File: src/rtl/multiport_ram_pkg.sv
// Shared types and constants for the LVT-based multi-port RAM.
// Holds the init FSM state type and read-collision bit positions.
package multiport_ram_pkg;

  typedef enum logic {
    INIT,
    READY
  } state_t;

  localparam int RDCOL_WR_BIT = 0;
  localparam int RDCOL_RD_BIT = 1;

endpackage

File: src/rtl/ram_bank_1w1r.sv
// One-write one-read RAM bank with synchronous read and no reset.
// A read and write to the same address in one cycle returns old data.
module ram_bank_1w1r #(
  parameter int ADDR_WIDTH = 3,
  parameter int RAM_DEPTH  = 2**ADDR_WIDTH,
  parameter int DATA_WIDTH = 8
) (
  input  logic                  clk,
  input  logic                  we,
  input  logic [ADDR_WIDTH-1:0] waddr,
  input  logic [DATA_WIDTH-1:0] wdata,
  input  logic                  re,
  input  logic [ADDR_WIDTH-1:0] raddr,
  output logic [DATA_WIDTH-1:0] rdata
);

  logic [DATA_WIDTH-1:0] mem [RAM_DEPTH];

  // Write port
  always_ff @(posedge clk) begin
    if (we) mem[waddr] <= wdata;
  end

  // Synchronous read port, output holds when not enabled
  always_ff @(posedge clk) begin
    if (re) rdata <= mem[raddr];
  end

endmodule

File: src/rtl/multiport_ram_lvt.sv
// Multi-port RAM: grid of 1W1R banks plus a live value table.
// Optional macro MULTIPORT_RAM_WR_BYPASS_EN returns new data on read-during-write.
module multiport_ram_lvt
  import multiport_ram_pkg::*;
#(
  parameter int ADDR_WIDTH = 3,
  parameter int RAM_DEPTH  = 2**ADDR_WIDTH,
  parameter int DATA_WIDTH = 8,
  parameter int NB_WRAGENT = 2,
  parameter int NB_RDAGENT = 2,
  parameter int LVT_WIDTH  = (NB_WRAGENT == 1) ? 1 : $clog2(NB_WRAGENT)
) (
  input  logic                             aclk,
  input  logic                             areset,
  output logic                             ready,
  input  logic [NB_WRAGENT-1:0]            wren,
  input  logic [NB_WRAGENT*ADDR_WIDTH-1:0] wraddr,
  input  logic [NB_WRAGENT*DATA_WIDTH-1:0] wrdata,
  output logic [NB_WRAGENT-1:0]            wrcollision,
  input  logic [NB_RDAGENT-1:0]            rden,
  input  logic [NB_RDAGENT*ADDR_WIDTH-1:0] rdaddr,
  output logic [NB_RDAGENT*DATA_WIDTH-1:0] rddata,
  output logic [NB_RDAGENT-1:0]            rdvalid,
  output logic [NB_RDAGENT*2-1:0]          rdcollision
);

  state_t                state_q, state_d;
  logic [ADDR_WIDTH-1:0] cnt_q, cnt_d;
  logic                  init;

  logic [ADDR_WIDTH-1:0] wa [NB_WRAGENT];
  logic [DATA_WIDTH-1:0] wd [NB_WRAGENT];
  logic [NB_WRAGENT-1:0] lose;
  logic [NB_WRAGENT-1:0] win;

  logic                  bwe   [NB_WRAGENT];
  logic [ADDR_WIDTH-1:0] bwaddr[NB_WRAGENT];
  logic [DATA_WIDTH-1:0] bwdata[NB_WRAGENT];
  logic [DATA_WIDTH-1:0] bank_q[NB_WRAGENT][NB_RDAGENT];

  logic [LVT_WIDTH-1:0]  lvt [RAM_DEPTH];

  logic [ADDR_WIDTH-1:0] ra      [NB_RDAGENT];
  logic [NB_RDAGENT-1:0] inr_r;
  logic [NB_RDAGENT-1:0] re;
  logic [NB_RDAGENT-1:0] wr_hit;
  logic [NB_RDAGENT-1:0] rd_hit;
  logic [LVT_WIDTH-1:0]  lvt_rd  [NB_RDAGENT];
  logic [LVT_WIDTH-1:0]  sel_q   [NB_RDAGENT];
  logic [NB_RDAGENT-1:0] oor_q;
  logic [DATA_WIDTH-1:0] rd_word;

`ifdef MULTIPORT_RAM_WR_BYPASS_EN
  logic [NB_RDAGENT-1:0] byp_hit;
  logic [DATA_WIDTH-1:0] byp_data[NB_RDAGENT];
  logic [NB_RDAGENT-1:0] byp_q;
  logic [DATA_WIDTH-1:0] bypd_q  [NB_RDAGENT];
`endif

  assign init  = (state_q == INIT);
  assign ready = (state_q == READY);

  // Init sweep state and counter
  always_ff @(posedge aclk or posedge areset) begin
    if (areset) begin
      state_q <= INIT;
      cnt_q   <= '0;
    end else begin
      state_q <= state_d;
      cnt_q   <= cnt_d;
    end
  end

  // Sweep advances one word per cycle until the last word is cleared
  always_comb begin
    state_d = state_q;
    cnt_d   = cnt_q;
    unique case (state_q)
      INIT: begin
        cnt_d = cnt_q + 1'b1;
        if (cnt_q == ADDR_WIDTH'(RAM_DEPTH - 1)) begin
          state_d = READY;
          cnt_d   = '0;
        end
      end
      READY: ;
      default: state_d = INIT;
    endcase
  end

  // Write arbitration: lowest-index agent wins a shared address
  always_comb begin
    lose = '0;
    win  = '0;
    for (int i = 0; i < NB_WRAGENT; i++) begin
      wa[i] = wraddr[i*ADDR_WIDTH +: ADDR_WIDTH];
      wd[i] = wrdata[i*DATA_WIDTH +: DATA_WIDTH];
    end
    for (int i = 0; i < NB_WRAGENT; i++) begin
      for (int j = 0; j < NB_WRAGENT; j++) begin
        if (j < i && wren[j] && wren[i] && wa[j] == wa[i])
          lose[i] = 1'b1;
      end
      win[i] = ready && wren[i] && !lose[i]
               && (32'(wa[i]) < RAM_DEPTH);
    end
  end

  // Bank write ports; agent 0 banks are shared with the clear sweep
  always_comb begin
    for (int i = 0; i < NB_WRAGENT; i++) begin
      bwe[i]    = win[i];
      bwaddr[i] = wa[i];
      bwdata[i] = wd[i];
    end
    if (init) begin
      bwe[0]    = 1'b1;
      bwaddr[0] = cnt_q;
      bwdata[0] = '0;
    end
  end

  // Live value table: cleared by the sweep, then tracks last writer
  always_ff @(posedge aclk) begin
    if (init) begin
      lvt[cnt_q] <= '0;
    end else begin
      for (int i = 0; i < NB_WRAGENT; i++) begin
        if (win[i]) lvt[wa[i]] <= LVT_WIDTH'(i);
      end
    end
  end

  for (genvar w = 0; w < NB_WRAGENT; w++) begin : g_wr
    for (genvar r = 0; r < NB_RDAGENT; r++) begin : g_rd
      ram_bank_1w1r #(
        .ADDR_WIDTH (ADDR_WIDTH),
        .RAM_DEPTH  (RAM_DEPTH),
        .DATA_WIDTH (DATA_WIDTH)
      ) u_bank (
        .clk   (aclk),
        .we    (bwe[w]),
        .waddr (bwaddr[w]),
        .wdata (bwdata[w]),
        .re    (re[r]),
        .raddr (ra[r]),
        .rdata (bank_q[w][r])
      );
    end
  end

  // Read-side lookups and collision detection
  always_comb begin
    inr_r  = '0;
    re     = '0;
    wr_hit = '0;
    rd_hit = '0;
`ifdef MULTIPORT_RAM_WR_BYPASS_EN
    byp_hit = '0;
`endif
    for (int r = 0; r < NB_RDAGENT; r++) begin
      ra[r]     = rdaddr[r*ADDR_WIDTH +: ADDR_WIDTH];
      inr_r[r]  = (32'(ra[r]) < RAM_DEPTH);
      re[r]     = ready && rden[r] && inr_r[r];
      lvt_rd[r] = inr_r[r] ? lvt[ra[r]] : '0;
`ifdef MULTIPORT_RAM_WR_BYPASS_EN
      byp_data[r] = '0;
`endif
      for (int i = NB_WRAGENT - 1; i >= 0; i--) begin
        if (wren[i] && wa[i] == ra[r]) wr_hit[r] = 1'b1;
`ifdef MULTIPORT_RAM_WR_BYPASS_EN
        if (win[i] && wa[i] == ra[r]) begin
          byp_hit[r]  = 1'b1;
          byp_data[r] = wd[i];
        end
`endif
      end
      for (int q = 0; q < NB_RDAGENT; q++) begin
        if (q != r && rden[q] && ra[q] == ra[r]) rd_hit[r] = 1'b1;
      end
    end
  end

  // Registered read select, status and collision flags
  always_ff @(posedge aclk or posedge areset) begin
    if (areset) begin
      rdvalid     <= '0;
      rdcollision <= '0;
      wrcollision <= '0;
      oor_q       <= '0;
      for (int r = 0; r < NB_RDAGENT; r++) sel_q[r] <= '0;
`ifdef MULTIPORT_RAM_WR_BYPASS_EN
      byp_q <= '0;
      for (int r = 0; r < NB_RDAGENT; r++) bypd_q[r] <= '0;
`endif
    end else begin
      wrcollision <= ready ? lose : '0;
      for (int r = 0; r < NB_RDAGENT; r++) begin
        rdvalid[r] <= ready && rden[r];
        rdcollision[r*2 + RDCOL_WR_BIT] <= 1'b0;
        rdcollision[r*2 + RDCOL_RD_BIT] <= 1'b0;
        if (ready && rden[r]) begin
          sel_q[r] <= lvt_rd[r];
          oor_q[r] <= !inr_r[r];
          rdcollision[r*2 + RDCOL_WR_BIT] <= wr_hit[r];
          rdcollision[r*2 + RDCOL_RD_BIT] <= rd_hit[r];
`ifdef MULTIPORT_RAM_WR_BYPASS_EN
          byp_q[r]  <= byp_hit[r];
          bypd_q[r] <= byp_data[r];
`endif
        end
      end
    end
  end

  // Output mux: select the bank named by the registered LVT entry
  always_comb begin
    rddata  = '0;
    rd_word = '0;
    for (int r = 0; r < NB_RDAGENT; r++) begin
      rd_word = '0;
      if (!oor_q[r]) begin
        for (int w = 0; w < NB_WRAGENT; w++) begin
          if (sel_q[r] == LVT_WIDTH'(w)) rd_word = bank_q[w][r];
        end
      end
`ifdef MULTIPORT_RAM_WR_BYPASS_EN
      if (byp_q[r]) rd_word = bypd_q[r];
`endif
      rddata[r*DATA_WIDTH +: DATA_WIDTH] = rd_word;
    end
  end

endmodule

File: config.mk
export PLATFORM = sky130hd
export DESIGN_NAME = multiport_ram_lvt
export DESIGN_NICKNAME = d
export VERILOG_FILES = /design/src/rtl/multiport_ram_pkg.sv /design/src/rtl/ram_bank_1w1r.sv /design/src/rtl/multiport_ram_lvt.sv
export SDC_FILE = /design/constraint.sdc
export NUM_CORES = 1
export LEC_CHECK = 0
export CELL_PAD_IN_SITES_DETAIL_PLACEMENT = 2
export CELL_PAD_IN_SITES_GLOBAL_PLACEMENT = 2
export CORE_MARGIN = 2
export CORE_UTILIZATION = 45
export CTS_CLUSTER_SIZE = 12
export DETAILED_ROUTE_END_ITERATION = 8
export PLACE_DENSITY = 0.83
export REMOVE_ABC_BUFFERS = 1
export SYNTH_ARGS = -nofsm -noshare
export SYNTH_HDL_FRONTEND = slang
export SYNTH_SLANG_ARGS = --single-unit
File: constraint.sdc
create_clock -name aclk -period 2.55 [get_ports aclk]
set_clock_uncertainty 0.05 [all_clocks]
set_input_delay 0.51 -clock aclk [delete_from_list [all_inputs] [get_ports aclk]]
set_output_delay 0.51 -clock aclk [all_outputs]
set_load 0.005 [all_outputs]
==> impl_results.md <==
- Placed Area: roughly 0.0095 mm2
- Slowest stage cell, crit path: nor2_1
- I/O Buffers: 57
- Min-Delay Path Class: primary input to asynchronous set/reset pin
- Initial core utilization: 45.5%
- FF+latch count, synth: between 150 and 200
- Core area: roughly 0.019 mm2
- Worst path cell trace: clkdlybuf4s50_1 -> xor2_1 -> a2111o_1 -> nand4_1 -> nor2_1
- Placer Congestion: 0.789
- Final #Nets: 570
- CTS Root Cell: clkbuf_16
- Comb pwr share: a little under an eighth
- Die area: 0.0199 mm2
- Post-DR vias/cell: 6.26
- Drt first pass iters: 4
- Synthesis Warnings: 0
- Final HPWL DP: 16300 um
- Fin. Hold Viols: 0
- Antenna Nets Post-Route: 0
- Layout fillers: 1552
- Mapped Cells: 446
- Worst Tran Pin Value: 0.994 ns
- Most common cell in the netlist: edfxtp_1
- PD cells: between 700 and 800 mW/mm2
- Post-route minimum period: approximately 2.4 ns
- Top cell type's share of synthesized area: approximately 57%
- First-pass GRT wire length: ~38000 um
- Vias post-DR: approximately 5000
- DR DRC count: 0
- Crit path arrival time: 2.45 ns
- Net Sw Frac: 23.7%
- WP data required: approximately 2.6 ns
- CTS hold repair buffers: 0
- Die Wd: between 100 and 150 um
- Post-synth top area cell: edfxtp_1
- CTS H-tree lvls: 4
- Fraction of registers with async set/reset: about 7.2%
- Drt initial violations: ~380
- Layout cells sized above 1: 28.2%
- CP endpoint kind: flip-flop
- CP max stage delay: 0.81 ns
- Final setup violation count: 0
- Largest net degree at the start of global routing: 37
- Total power: 7.11 mW
- RSZ-0062 raised after global routing: false
- Clock-pin slew on the worst setup and hold paths: 0.07 ns
- Die height: approximately 140 um
- Peak VDD IR: roughly 0.52 mV
- P&R area growth vs syn: 20.1%
- CTS Sinks: roughly 180
- Clk pwr share: roughly 40%
- Antenna diodes: 0
- Most used routing layer: met2
- WL per Instance: 32.9 um
- Worst skew pair latency: 0.44 ns
- Tcrit/Tclk final: 95.4%
- Max_slew headroom: approximately 33%
- Fmax: between 400 and 500 MHz
- Row Count: 50
- Ys flop type: edfxtp_1
- Unique masters post-synth: 39
- GR Overflow Total: 0
- Clock buffer depth: 2
- Cell Area, Synth: between 0.008 and 0.009 mm2
- Leak: 3.59 nW
- Post-CTS setup repair buffer count: 0
- Vias in the first global route: between 5000 and 6000
- Post-synthesis average cell area: roughly 19 um2
- Met1 Use GR: roughly a third
- Max Cap Viol: 0
- Sequential share of power: about half
- Top area cells in the synthesized netlist: edfxtp_1, mux4_1, mux2_2, mux4_2, dfrtp_1
- Total routed wirelength: ~26000 um
- Io pins: 59
- CTS tree: built
- CTS Buf Count: 17
- Crit-path max FO: 8
- Post-synth EDFFs: 160
- Synth top cells by count: edfxtp_1, mux2_2, mux4_1
- Gr usage total: between 20% and 30%
- Initial antenna violation count: 0
- Status: completed
- GR Util met3: under 10%
- Net switching power: roughly 1.7 mW
- Internal power: around 5.4 mW
- Sequential-to-total area share from yosys stat: ~63%
- Crit Path Category: primary input to flip-flop
- Worst setup SP type: primary input
- Final Cell Area: 0.0102 mm2
- Max-slew violation count: 0
- Met2 Use GR: a little under half
## final timing paths
check | endpoint | slack [ns] | cells after the start | from
setup / recovery | g_wr[1].g_rd[1].u_bank.mem[3][0]$_DFFE_PP_ | 0.12 | 5 | wraddr[4]
hold / removal | rdcollision[2]$_DFF_PP0_ | 0.37 | 2 | areset
setup reg to reg | g_wr[1].g_rd[1].u_bank.mem[3][0]$_DFFE_PP_ | 0.32 | 3 | ready$_DFF_PP0_
hold reg to reg | lvt[3]$_DFF_P_ | 0.45 | 2 | lvt[3]$_DFF_P_
max in group asynchronous | sel_q[0]$_DFFE_PP0P_ | 1.68 | 2 | areset
min in group aclk | lvt[3]$_DFF_P_ | 0.45 | 2 | lvt[3]$_DFF_P_
## power by group through the flow
stage | combinational, mW | clock [mW] | sequential, mW
2_1_floorplan | 0.357 | 0 | 3.45
3_3_place_gp | 0.746 | 0 | 3.48
3_5_place_dp | 0.784 | 0 | 3.50
4_1_cts | 0.815 | 2.87 | 3.44
5_1_grt | 0.854 | 2.97 | 3.45
6_report | 0.810 | 2.86 | 3.44
## metal layers
metal / wire length [um] / part of all wire [%]
met1: 10600 / 41
met4: 614 / 2.4
met2: 13400 / 52
met5: 0 / 0
met3: 1070 / 4.2
## per-stage QoR
step	std cells	utilization, %	setup WS, ns	hold slack, ns	setup TNS (ns)
after global routing	781	54.7	0.0357	0.402	0
final	781	54.7	0.118	0.367	0
after global placement	749	51.3	-0.123	0.390	-2.80
after CTS	781	54.7	0.121	0.377	0
after detailed placement	749	51.3	-0.292	0.408	-8.57
after floorplan	413	-	0.204	0.337	0
## cells in the final DEF (no fill, tap or decap), types with 5 or more instances in the layout
master / synthesis / routed
nand4_1: 5 / 5
o22ai_1: 6 / 6
mux2_2: 50 / 50
xor2_1: 5 / 5
nor2_1: 15 / 15
inv_1: 10 / 10
nand2_1: 14 / 14
edfxtp_1: 160 / 160
mux4_1: 45 / 45
buf_12: 0 / 7
and2_1: 8 / 8
o21ai_0: 10 / 10
buf_4: 2 / 38
xnor2_1: 12 / 12
dfrtp_1: 13 / 11
clkdlybuf4s50_1: 0 / 55
mux4_2: 23 / 23
dfxtp_1: 8 / 8
clkbuf_16: 0 / 17
## kinds of logic after synthesis
| family | after synthesis | synth area share (%) |
|---|---|---|
| AOI/OAI and AO/OA | 26 | 1.98 |
| xor gates and xnor gates | 17 | 1.76 |
| adders and majority gates | 2 | 0.296 |
| buffers and inverters | 43 | 2.97 |
| DFF | 181 | 62.5 |
| muxes | 122 | 27.2 |
| other | 1 | 0.0443 |
| and+or+nand+nor | 54 | 3.19 |
## critical path, delay by kind of cell
family,cells,cell delay [ns]
xor gates and xnor gates,1,0.17
and+or+nand+nor,2,1.10
AOI/OAI and AO/OA,1,0.15
buffers and inverters,1,0.51
## sequential cells by signal, summed over array words and instances (netlist names)
name                    count
cnt_q                       3
ready                       1
rdvalid                     2
wrcollision                 1
rdcollision                 4
g_wr.g_rd.u_bank.mem      128
g_wr.g_rd.u_bank.rdata     32
lvt                         8
sel_q                       2
## repair_timing
action	in CTS	in global routing
endpoints found under the hold margin	0	0
gates resized for setup	2	0
endpoints found under the setup margin	5	0
## cell type report
type,count,area [um2],share of cell area (%)
clock buffer,17,425,4.19
multi-input combinational,222,2930,28.8
tap,234,293,2.88
sequential,181,5290,52.1
clock inverter,15,199,1.96
inverter,10,37.5,0.369
timing repair buffer,102,986,9.70
(Power assumes the default switching activity.)
